--- src/rtl/fpu_add_retire_pipe.sv ---
// fpu_add_retire_pipe: retire/exception pipeline carrying return tags beside an NCH-channel FP add datapath
// Ports: clk/rst (async high); flush kills in-flight issued ops; iss_en/iss_ret issue per channel;
// iss_rdy back-pressure on XCH; xdata_en/xdata_ret inject on XCH; cmp_vld asks for res_raise;
// fpcsr_en trap enables; flg_clr clears sticky flags; ret_* registered completions;
// excpt_* lowest trapping channel/flag; flg_acc sticky flags; collide sticky issue/xdata clash.
module fpu_add_retire_pipe #(
  parameter int NCH  = 3,
  parameter int LAT  = 4,
  parameter int RETW = 14,
  parameter int FLGW = 11,
  parameter int XCH  = 2
) (
  input  logic                clk,
  input  logic                rst,
  input  logic                flush,
  input  logic [NCH-1:0]      iss_en,
  input  logic [NCH*RETW-1:0] iss_ret,
  output logic [NCH-1:0]      iss_rdy,
  input  logic                xdata_en,
  input  logic [RETW-1:0]     xdata_ret,
  output logic [NCH-1:0]      cmp_vld,
  input  logic [NCH*FLGW-1:0] res_raise,
  input  logic [FLGW-1:0]     fpcsr_en,
  input  logic                flg_clr,
  output logic [NCH-1:0]      ret_vld,
  output logic [NCH*RETW-1:0] ret_tag,
  output logic [NCH-1:0]      ret_xd,
  output logic                excpt_en,
  output logic [1:0]          excpt_ch,
  output logic [3:0]          excpt_no,
  output logic [FLGW-1:0]     flg_acc,
  output logic                collide
);
  logic [LAT-1:0][NCH-1:0]           r_v, r_x;
  logic [LAT-1:0][NCH-1:0][RETW-1:0] r_t;
  logic [NCH-1:0][FLGW-1:0]          r_r;
  logic [NCH-1:0]                    w_xin, w_in_v, w_rt, w_rx;
  logic [NCH-1:0][RETW-1:0]          w_in_t;
  logic [NCH-1:0][FLGW-1:0]          w_trap;
  logic [FLGW-1:0]                   w_racc;
  logic                              w_en;
  logic [1:0]                        w_ch;
  logic [3:0]                        w_no;
  // xdata wins channel XCH; flushed issues never enter the pipe
  always_comb begin
    w_xin = '0;
    w_xin[XCH] = xdata_en;
    w_in_v = (iss_en & ~w_xin & {NCH{~flush}}) | w_xin;
    w_in_t = iss_ret;
    w_in_t[XCH] = xdata_en ? xdata_ret : iss_ret[XCH*RETW +: RETW];
  end
  assign iss_rdy = ~w_xin;
  assign cmp_vld = r_v[LAT-2] & ~r_x[LAT-2];
  assign w_rt    = r_v[LAT-1] & ~r_x[LAT-1] & {NCH{~flush}};
  assign w_rx    = r_v[LAT-1] & r_x[LAT-1];
  // descending scan so the lowest trapping channel and lowest flag bit win
  always_comb begin
    w_trap = '0;
    w_racc = '0;
    w_en = 1'b0;
    w_ch = '0;
    w_no = '0;
    for (int c = NCH-1; c >= 0; c--) begin
      w_trap[c] = w_rt[c] ? r_r[c] & fpcsr_en : '0;
      w_racc = w_racc | (w_rt[c] ? r_r[c] : '0);
      if (|w_trap[c]) begin
        w_en = 1'b1;
        w_ch = 2'(c);
        for (int b = FLGW-1; b >= 0; b--) if (w_trap[c][b]) w_no = 4'(b);
      end
    end
  end
  // raise is captured as the op enters the last stage, then judged at its retire edge
  always_ff @(posedge clk or posedge rst) begin
    if (rst) begin
      r_v <= '0;
      r_x <= '0;
      r_t <= '0;
      r_r <= '0;
      ret_vld <= '0;
      ret_tag <= '0;
      ret_xd <= '0;
      excpt_en <= 1'b0;
      excpt_ch <= '0;
      excpt_no <= '0;
      flg_acc <= '0;
      collide <= 1'b0;
    end else begin
      r_v[0] <= w_in_v;
      r_x[0] <= w_xin;
      r_t[0] <= w_in_t;
      for (int s = 1; s < LAT; s++) begin
        r_v[s] <= r_v[s-1] & (r_x[s-1] | {NCH{~flush}});
        r_x[s] <= r_x[s-1];
        r_t[s] <= r_t[s-1];
      end
      for (int c = 0; c < NCH; c++) begin
        r_r[c] <= cmp_vld[c] ? res_raise[c*FLGW +: FLGW] : '0;
        ret_tag[c*RETW +: RETW] <= (w_rt[c] | w_rx[c]) ? r_t[LAT-1][c] : '0;
      end
      ret_vld <= w_rt | w_rx;
      ret_xd <= w_rx;
      excpt_en <= w_en;
      excpt_ch <= w_ch;
      excpt_no <= w_no;
      flg_acc <= (flg_clr ? '0 : flg_acc) | w_racc;
      collide <= collide | (iss_en[XCH] & xdata_en);
    end
  end
endmodule

--- config.mk ---
export PLATFORM = sky130hd
export DESIGN_NAME = fpu_add_retire_pipe
export DESIGN_NICKNAME = d
export VERILOG_FILES = /design/src/rtl/fpu_add_retire_pipe.sv
export SDC_FILE = /design/constraint.sdc
export NUM_CORES = 1
export LEC_CHECK = 0
export CORE_MARGIN = 1
export CORE_UTILIZATION = 50
export CTS_BUF_LIST = sky130_fd_sc_hd__clkbuf_2
export DETAILED_ROUTE_END_ITERATION = 6
export PLACE_DENSITY = 0.78
export SKIP_CTS_REPAIR_TIMING = 1
export SLEW_MARGIN = 20
export SYNTH_ARGS = -nofsm -noshare
export SYNTH_HDL_FRONTEND = slang
export SYNTH_SLANG_ARGS = --single-unit
--- constraint.sdc ---
create_clock -name clk -period 15.4 [get_ports clk]
set_clock_uncertainty 0.2 [all_clocks]
set_input_delay 3.85 -clock clk [delete_from_list [all_inputs] [get_ports clk]]
set_output_delay 3.85 -clock clk [all_outputs]
set_load 0.01 [all_outputs]
==> results of run 1 <==
[sequential cells by signal, summed over array words and instances, names as in the netlist]
name,cells
r_r,33
ret_vld,3
ret_xd,1
r_t,168
excpt_no,4
flg_acc,11
r_v,12
ret_tag,42
collide,1
excpt_en,1
r_x,4
excpt_ch,2
[cell type report]
type                       count  share of cell area, %
inverter                       8                 0.3313
multi-input combinational    248                  14.27
clock buffer                  92                  4.064
timing repair buffer         178                  15.71
tap                          225                  2.485
sequential                   282                  62.28
antenna                        1                0.02208
clock inverter                11                 0.8392
[metal layers]
layer  part of all wire, %  wire length [um]  vias up  track usage [%]
met3                   8.2              1427       29            5.781
met2                    49              8602      276            32.25
met4                   2.2               378        0            9.675
met5                     0                 0        -                0
li1                      -                 -     2356                -
met1                    40              6974     2511            24.81
[where the power goes]
| part | switching [uW] | internal, uW | total (uW) |
|---|---|---|---|
| Clock | 256 | 191 | 446 |
| Combinational | 33.4 | 39.2 | 72.7 |
| Sequential | 11.0 | 773 | 784 |
[through the flow]
stage / area [sq um] / cells / total power [uW] / util, %
after floorplan: 8850 / 562 / 825.1 / -
after global placement: 10770 / 941 / 868.3 / 62.26
after detailed placement: 10770 / 941 / 872.7 / 62.26
after CTS: 11320 / 1044 / 1328 / 65.47
after global routing: 11330 / 1045 / 1372 / 65.51
final: 11330 / 1045 / 1303 / 65.51
[cells in the final DEF (no fill, tap or decap), drive strengths merged, types with 2 or more instances in the layout]
master,Yosys,layout
bufinv,0,2
a41oi,2,2
buf,13,2
mux2,14,14
dfrtp,282,282
and2,77,77
a21oi,9,9
clkinv,0,7
a222oi,12,12
nand4,4,4
nor3b,2,2
inv,8,10
a22o,4,4
a22oi,10,10
nand3,3,3
o211ai,4,4
nand2b,2,2
clkdlybuf4s50,0,176
o21ai,5,5
a31oi,7,7
o21a,4,4
a32o,2,2
a21o,3,3
nor2,7,7
clkbuf,11,92
nor2b,10,10
conb,2,4
nand2,47,47
a32oi,3,3
[final timing paths]
path                           from           to  slack (ns)  cells past startpoint
min in group asynchronous       rst     r_t[126]        3.46                      2
setup reg to reg            r_v[10]  excpt_no[1]       13.17                      6
setup / recovery           xdata_en   iss_rdy[2]        5.99                      3
max in group asynchronous       rst      r_t[11]       10.24                      3
hold / removal              r_t[84]     r_t[126]        0.13                      0
hold reg to reg             r_t[84]     r_t[126]        0.13                      0
[synthesized netlist by cell type (all sizes together), types with 4 or more instances]
cell type	n	area [sq um]
a21oi	9	48.80
nand2	47	176.4
nand4	4	25.02
a22o	4	35.03
buf	13	95.09
o211ai	4	30.03
o21a	4	30.03
and2	77	481.7
dfrtp	282	7057
mux2	14	157.7
o21ai	5	25.02
a22oi	10	80.07
inv	8	30.03
a31oi	7	43.79
clkbuf	11	51.30
a222oi	12	120.1
nor2	7	26.28
nor2b	10	62.56
[cells by family (layout without fill, tap and decap cells)]
logic type             count (synthesis)  count (layout)  synth area share, %
flip-flops                           282             282                79.81
other                                  2               5              0.08493
AO/OA/AOI/OAI                         73              73                6.439
AND/OR/NAND/NOR                      157             157                9.891
multiplexers                          14              14                1.783
buffers and inverters                 32             289                1.995
==> qor.csv, run 1 <==
metric,value,unit
crit_path_frequent_cell,clkdlybuf4s50_1,
critPathLaunchType,input pin,
fin_crit_sh,61.12,%
cts.sinks,282,
clk_latency,0.79,ns
maxCapViolations,0,
tightest_slew,0.9376,ns
antenna_found_initial,1,
clockBufferDepth,3,
grt_max_degree,134,
via_per_inst,4.949,
final.setup.tns,0,ns
synth.avg_cell_area,15.79,sq um
cts_tree,done,
slowest_stage,clkdlybuf4s50_1,
cts_root_buf,clkbuf_2,
area_growth_syn_to_layout,28.15,%
leakage,0.005246,uW
rsz0062_at_grt,false,
clock.fmax,0.1062,GHz
synth_edf_count,0,
die_w,135.0,um
multiInputGateArea,1617,sq um
cp_top_family,buffers and inverters,
crit_path_end_kind,output pin,
h-tree-depth,3,
ios,181,
start_util,51.12,%
grt_pass1_wl,26810,um
crit_type,in -> out,
finalSetupViolCount,0,
path_max_fanout,18,
hold_ws,0.1268,ns
worst-path-buf-inv,3,
ys_ff_latch,282,
nets,894,
seq_area,7057,sq um
drtIter0Drc,356,
min_path_type,reg -> reg,
finalHoldViolations,0,
dpl.hpwl,11700,um
cts.reportedPaths.clkPinSlew,0.10,ns
worst_ep_required_time,11.35,ns
numPortBuffers,176,
die-area,18220,sq um
fill_cells,1247,
synthCells,560,
ys_types,45,
cts_buffers,68,
core,17300,sq um
drive_gt1_share,14.77,%
grt_pass1_vias,5311,
gp_congestion,0.8597,
synthFlopType,dfrtp_1,
track_usage,19.94,%
relSlewSlack,37.42,%
powerDensity,115.0,nW/um^2
max_stage_delay,0.92,ns
drt-total-wl,17380,um
worst_slack,5.987,ns
wl_per_cell,16.63,um
antenna_left,0,
crit_arrival,5.36,ns
outcome,completed,
maxSlewViolCount,0,
preCtsSetupSlack,5.960,ns
netlist_area,8842,sq um
via_count,5172,
drc_errors,0,
cp_cell_sequence,clkdlybuf4s50_1 > inv_1 > clkdlybuf4s50_1,
yosys_warnings,0,
grt-ovfl-total,0,
fin_crit,9.413,ns
async_flop_share,100.0,%
peakVddDrop,0.06887,mV
first_pass_iters,7,
rows,48,
yosysSeqAreaShare,79.81,%
die_h,135.0,um
Power figures use the tool's default switching activity.
==> inputs of run 2 (changes only) <==
clock period = 9.85 ns   (was 15.4 ns; I/O delays follow)
==> qor.csv, run 2 (same netlist as run 1, synthesis figures left out) <==
metric,value,unit
drt-total-wl,17290,um
start_util,51.12,%
crit_arrival,3.95,ns
clock.fmax,0.1511,GHz
top_register,r_t,
numPortBuffers,176,
peakVddDrop,0.1013,mV
stdcell_area,11420,sq um
holdCritStartpoint,r_t[14],
antenna_found_initial,0,
min_to,r_t[56],
worst_ep_required_time,7.19,ns
h-tree-depth,3,
worstRegToRegCells,6,
leakage,0.005292,uW
tightest_slew,0.9361,ns
path_max_fanout,18,
grt-ovfl-total,0,
ios,181,
relSlewSlack,37.53,%
regToRegEndpoint,excpt_no[1],
finalPower,2078,uW
track_usage,20.19,%
final.setup.tns,0,ns
multiInputGateArea,1617,sq um
dpl_cell_area,10780,sq um
core,17300,sq um
area_growth_syn_to_layout,29.14,%
reg_top3,"r_t: 168 flops, ret_tag: 42 flops, r_r: 33 flops",
maxCapViolations,0,
via_count,5209,
crit_type,in -> out,
final_cell_mix,"dfrtp_1 (282), clkdlybuf4s50_1 (176), clkbuf_2 (100)",
cts_tree,done,
r2r_start,r_v[10],
drive_gt1_share,15.37,%
rsz0062_at_grt,false,
grt_pass1_wl,27160,um
crit_path_end_kind,output pin,
clockBufferDepth,3,
rrSetupSlack,7.66,ns
fill_cells,1231,
fin_crit,6.617,ns
cts_buffers,71,
cts.sinks,282,
die_w,135.0,um
drc_errors,0,
finalSetupViolCount,0,
maxSlewViolCount,0,
nets,898,
rows,48,
cts.reportedPaths.clkPinSlew,0.09,ns
clk_latency,0.78,ns
via_per_inst,4.923,
outcome,completed,
min_path_type,reg -> reg,
cts_root_buf,clkbuf_2,
largest_register_ff_count,168,
wl_per_cell,16.34,um
gp_congestion,0.9130,
first_pass_iters,6,
dpl.hpwl,11640,um
fin_crit_sh,67.18,%
drtIter0Drc,346,
finalHoldViolations,0,
grt_max_degree,219,
grt_pass1_vias,5440,
min_path_cells,0,
seq_area,7057,sq um
insertedDiodeCount,0,
antenna_left,0,
finish.utilization,66.02,%
layout_commonest_cell,dfrtp_1,
die_h,135.0,um
die-area,18220,sq um
critPathLaunchType,input pin,
powerDensity,182.0,nW/um^2
## run 2: worst max-delay path, cell delays in order
cell,delay [ns]
clkdlybuf4s50_1,0.90
inv_1,0.09
clkdlybuf4s50_1,0.50
## run 2: cell type report
cell class	count	share of cell area [%]
clock inverters	16	0.9862
repair buffers	179	15.91
flip-flops and latches	282	61.80
multi-input cells	248	14.16
clock buffers	100	4.383
inverters	8	0.2959
well taps	225	2.465
## run 2: worst max-delay path by stage
stage	from	end	slack [ns]	depth (start not counted)
detailed placement	xdata_en	iss_rdy[2]	3.21	3
CTS	xdata_en	iss_rdy[2]	3.20	3
global route	xdata_en	iss_rdy[2]	3.12	3
finish	xdata_en	iss_rdy[2]	3.23	3
floorplan	rst	collide	3.45	1
global placement	xdata_en	iss_rdy[2]	3.24	3
## run 2: where the power goes
group	leakage, uW	internal, uW	switching, uW	total (uW)
Clock	0.000468	321	418	738
Combinational	0.00132	62.7	51.9	115
Sequential	0.00351	1210	16.9	1230
Total	0.00529	1590	486	2080
## run 2: layer usage
layer	global-route usage, %	vias up	share of wire, %
met2	31.84	283	49
met1	24.83	2519	39
met5	0	-	0
met4	10.11	0	2.9
met3	7.095	40	9.0
li1	-	2367	-
## run 2: through the flow
stage / setup slack (ns) / hold slack (ns) / std cells
global placement: 3.237 / 0.1312 / 941
finish: 3.233 / 0.1306 / 1058
detailed placement: 3.215 / 0.1347 / 941
global route: 3.122 / 0.1468 / 1058
CTS: 3.201 / 0.1245 / 1057
floorplan: 3.452 / 0.1312 / 562
==> inputs of run 3 (changes only) <==
clock period = 6.1 ns   (was 9.85 ns; I/O delays follow)
==> qor.csv, run 3 (same netlist as run 1, synthesis figures left out) <==
metric,value,unit
worstRegToRegCells,6,
ios,181,
slowest_stage,clkdlybuf4s50_1,
stdcell_area,11380,sq um
fill_cells,1265,
finalSetupViolCount,0,
drive_gt1_share,15.24,%
fin_cells,1053,
rsz0062_at_grt,false,
clock.fmax,0.2240,GHz
grt_pass1_wl,27600,um
crit_arrival,2.74,ns
first_pass_iters,7,
crit_path_end_kind,output pin,
relSlewSlack,38.58,%
grt-ovfl-total,0,
rows,48,
antenna_found_initial,1,
final_cell_mix,"dfrtp_1 (282), clkdlybuf4s50_1 (176), clkbuf_2 (96)",
cts_buffers,69,
h-tree-depth,3,
tightest_slew,0.9203,ns
track_usage,20.39,%
critPathLaunchType,input pin,
via_per_inst,4.909,
drc_errors,0,
rrSetupSlack,3.89,ns
cts_root_buf,clkbuf_2,
regToRegEndpoint,excpt_no[1],
worst_ep_required_time,4.38,ns
largest_register_ff_count,168,
cts.reportedPaths.clkPinSlew,0.08,ns
max_stage_delay,0.48,ns
antenna_left,0,
path_max_fanout,18,
die_h,135.0,um
start_util,51.12,%
maxCapViolations,0,
maxSlewViolCount,0,
layout_commonest_cell,dfrtp_1,
crit_type,in -> out,
fin_crit_sh,73.20,%
area_growth_syn_to_layout,28.71,%
wl_per_cell,16.55,um
clockBufferDepth,3,
finalHoldViolations,0,
min_path_cells,0,
fin_crit,4.465,ns
outcome,completed,
grt_pass1_vias,5611,
worst-path-buf-inv,4,
die_w,135.0,um
dp.cells,943,
top_register,r_t,
reg_top3,"r_t: 168 flops, ret_tag: 42 flops, r_r: 33 flops",
nets,897,
cts_tree,done,
dpl.hpwl,11810,um
seq_area,7057,sq um
clk_latency,0.76,ns
holdCritStartpoint,r_t[113],
multiInputGateArea,1617,sq um
cts.sinks,282,
cp_top_family,buffers and inverters,
peakVddDrop,0.1473,mV
r2r_start,r_v[10],
gp_congestion,0.9109,
dpl_cell_area,10790,sq um
powerDensity,291.8,nW/um^2
leakage,0.005272,uW
core,17300,sq um
drt-total-wl,17430,um
grt_max_degree,135,
drtIter0Drc,385,
final.setup.tns,0,ns
min_path_type,reg -> reg,
die-area,18220,sq um
cp_cell_sequence,clkdlybuf4s50_1 > buf_4 > inv_1 > clkdlybuf4s50_1,
numPortBuffers,176,
crit_path_frequent_cell,clkdlybuf4s50_1,
via_count,5169,
min_to,r_t[155],
-- run 3: how the worst max path moves through the flow --
stage	end	startpoint	depth (start not counted)
floorplan	collide	rst	1
global placement	iss_rdy[2]	xdata_en	4
detailed placement	iss_rdy[2]	xdata_en	4
CTS	iss_rdy[2]	xdata_en	4
global route	iss_rdy[2]	xdata_en	4
finish	iss_rdy[2]	xdata_en	4
-- run 3: power by group --
part,leakage (uW),switching [uW],internal [uW],total [uW]
clock,0.000450,657,499,1160
combinational,0.00131,84.9,101,185
sequential,0.00351,28.0,1950,1980
total,0.00527,770,2550,3320
-- run 3: layer usage --
layer	vias up	track usage (%)	routed length, um
met5	-	0	0
met4	0	9.551	422
met3	31	7.733	1582
met2	247	32.07	8503
met1	2531	25.07	6922
li1	2360	-	-
-- run 3: worst reg2reg max path, stage by stage, from the launching register on --
cell and delay [ns]:
dfrtp_1 0.33, nand2b_1 0.19, inv_1 0.74, nand4_1 0.16, a21oi_1 0.19, o22ai_1 0.10, a32oi_1 0.22
-- run 3: final cells by class --
class                      count  area share, %
timing repair buffer         180          15.89
antenna                        1        0.02199
inverter                       8         0.2968
tap                          225          2.474
clock inverter                13         0.8905
clock buffer                  96          4.222
sequential                   282          62.01
multi-input combinational    248          14.20
-- run 3: through the flow --
step / setup WS (ns) / hold slack [ns] / total power, uW / util, %
floorplan: 0.6397 / 0.1312 / 2084 / -
global placement: 1.638 / 0.1310 / 2195 / 62.40
CTS: 1.625 / 0.1167 / 3384 / 65.76
global route: 1.581 / 0.1122 / 3501 / 65.80
finish: 1.635 / 0.1369 / 3321 / 65.80
detailed placement: 1.624 / 0.1347 / 2206 / 62.40
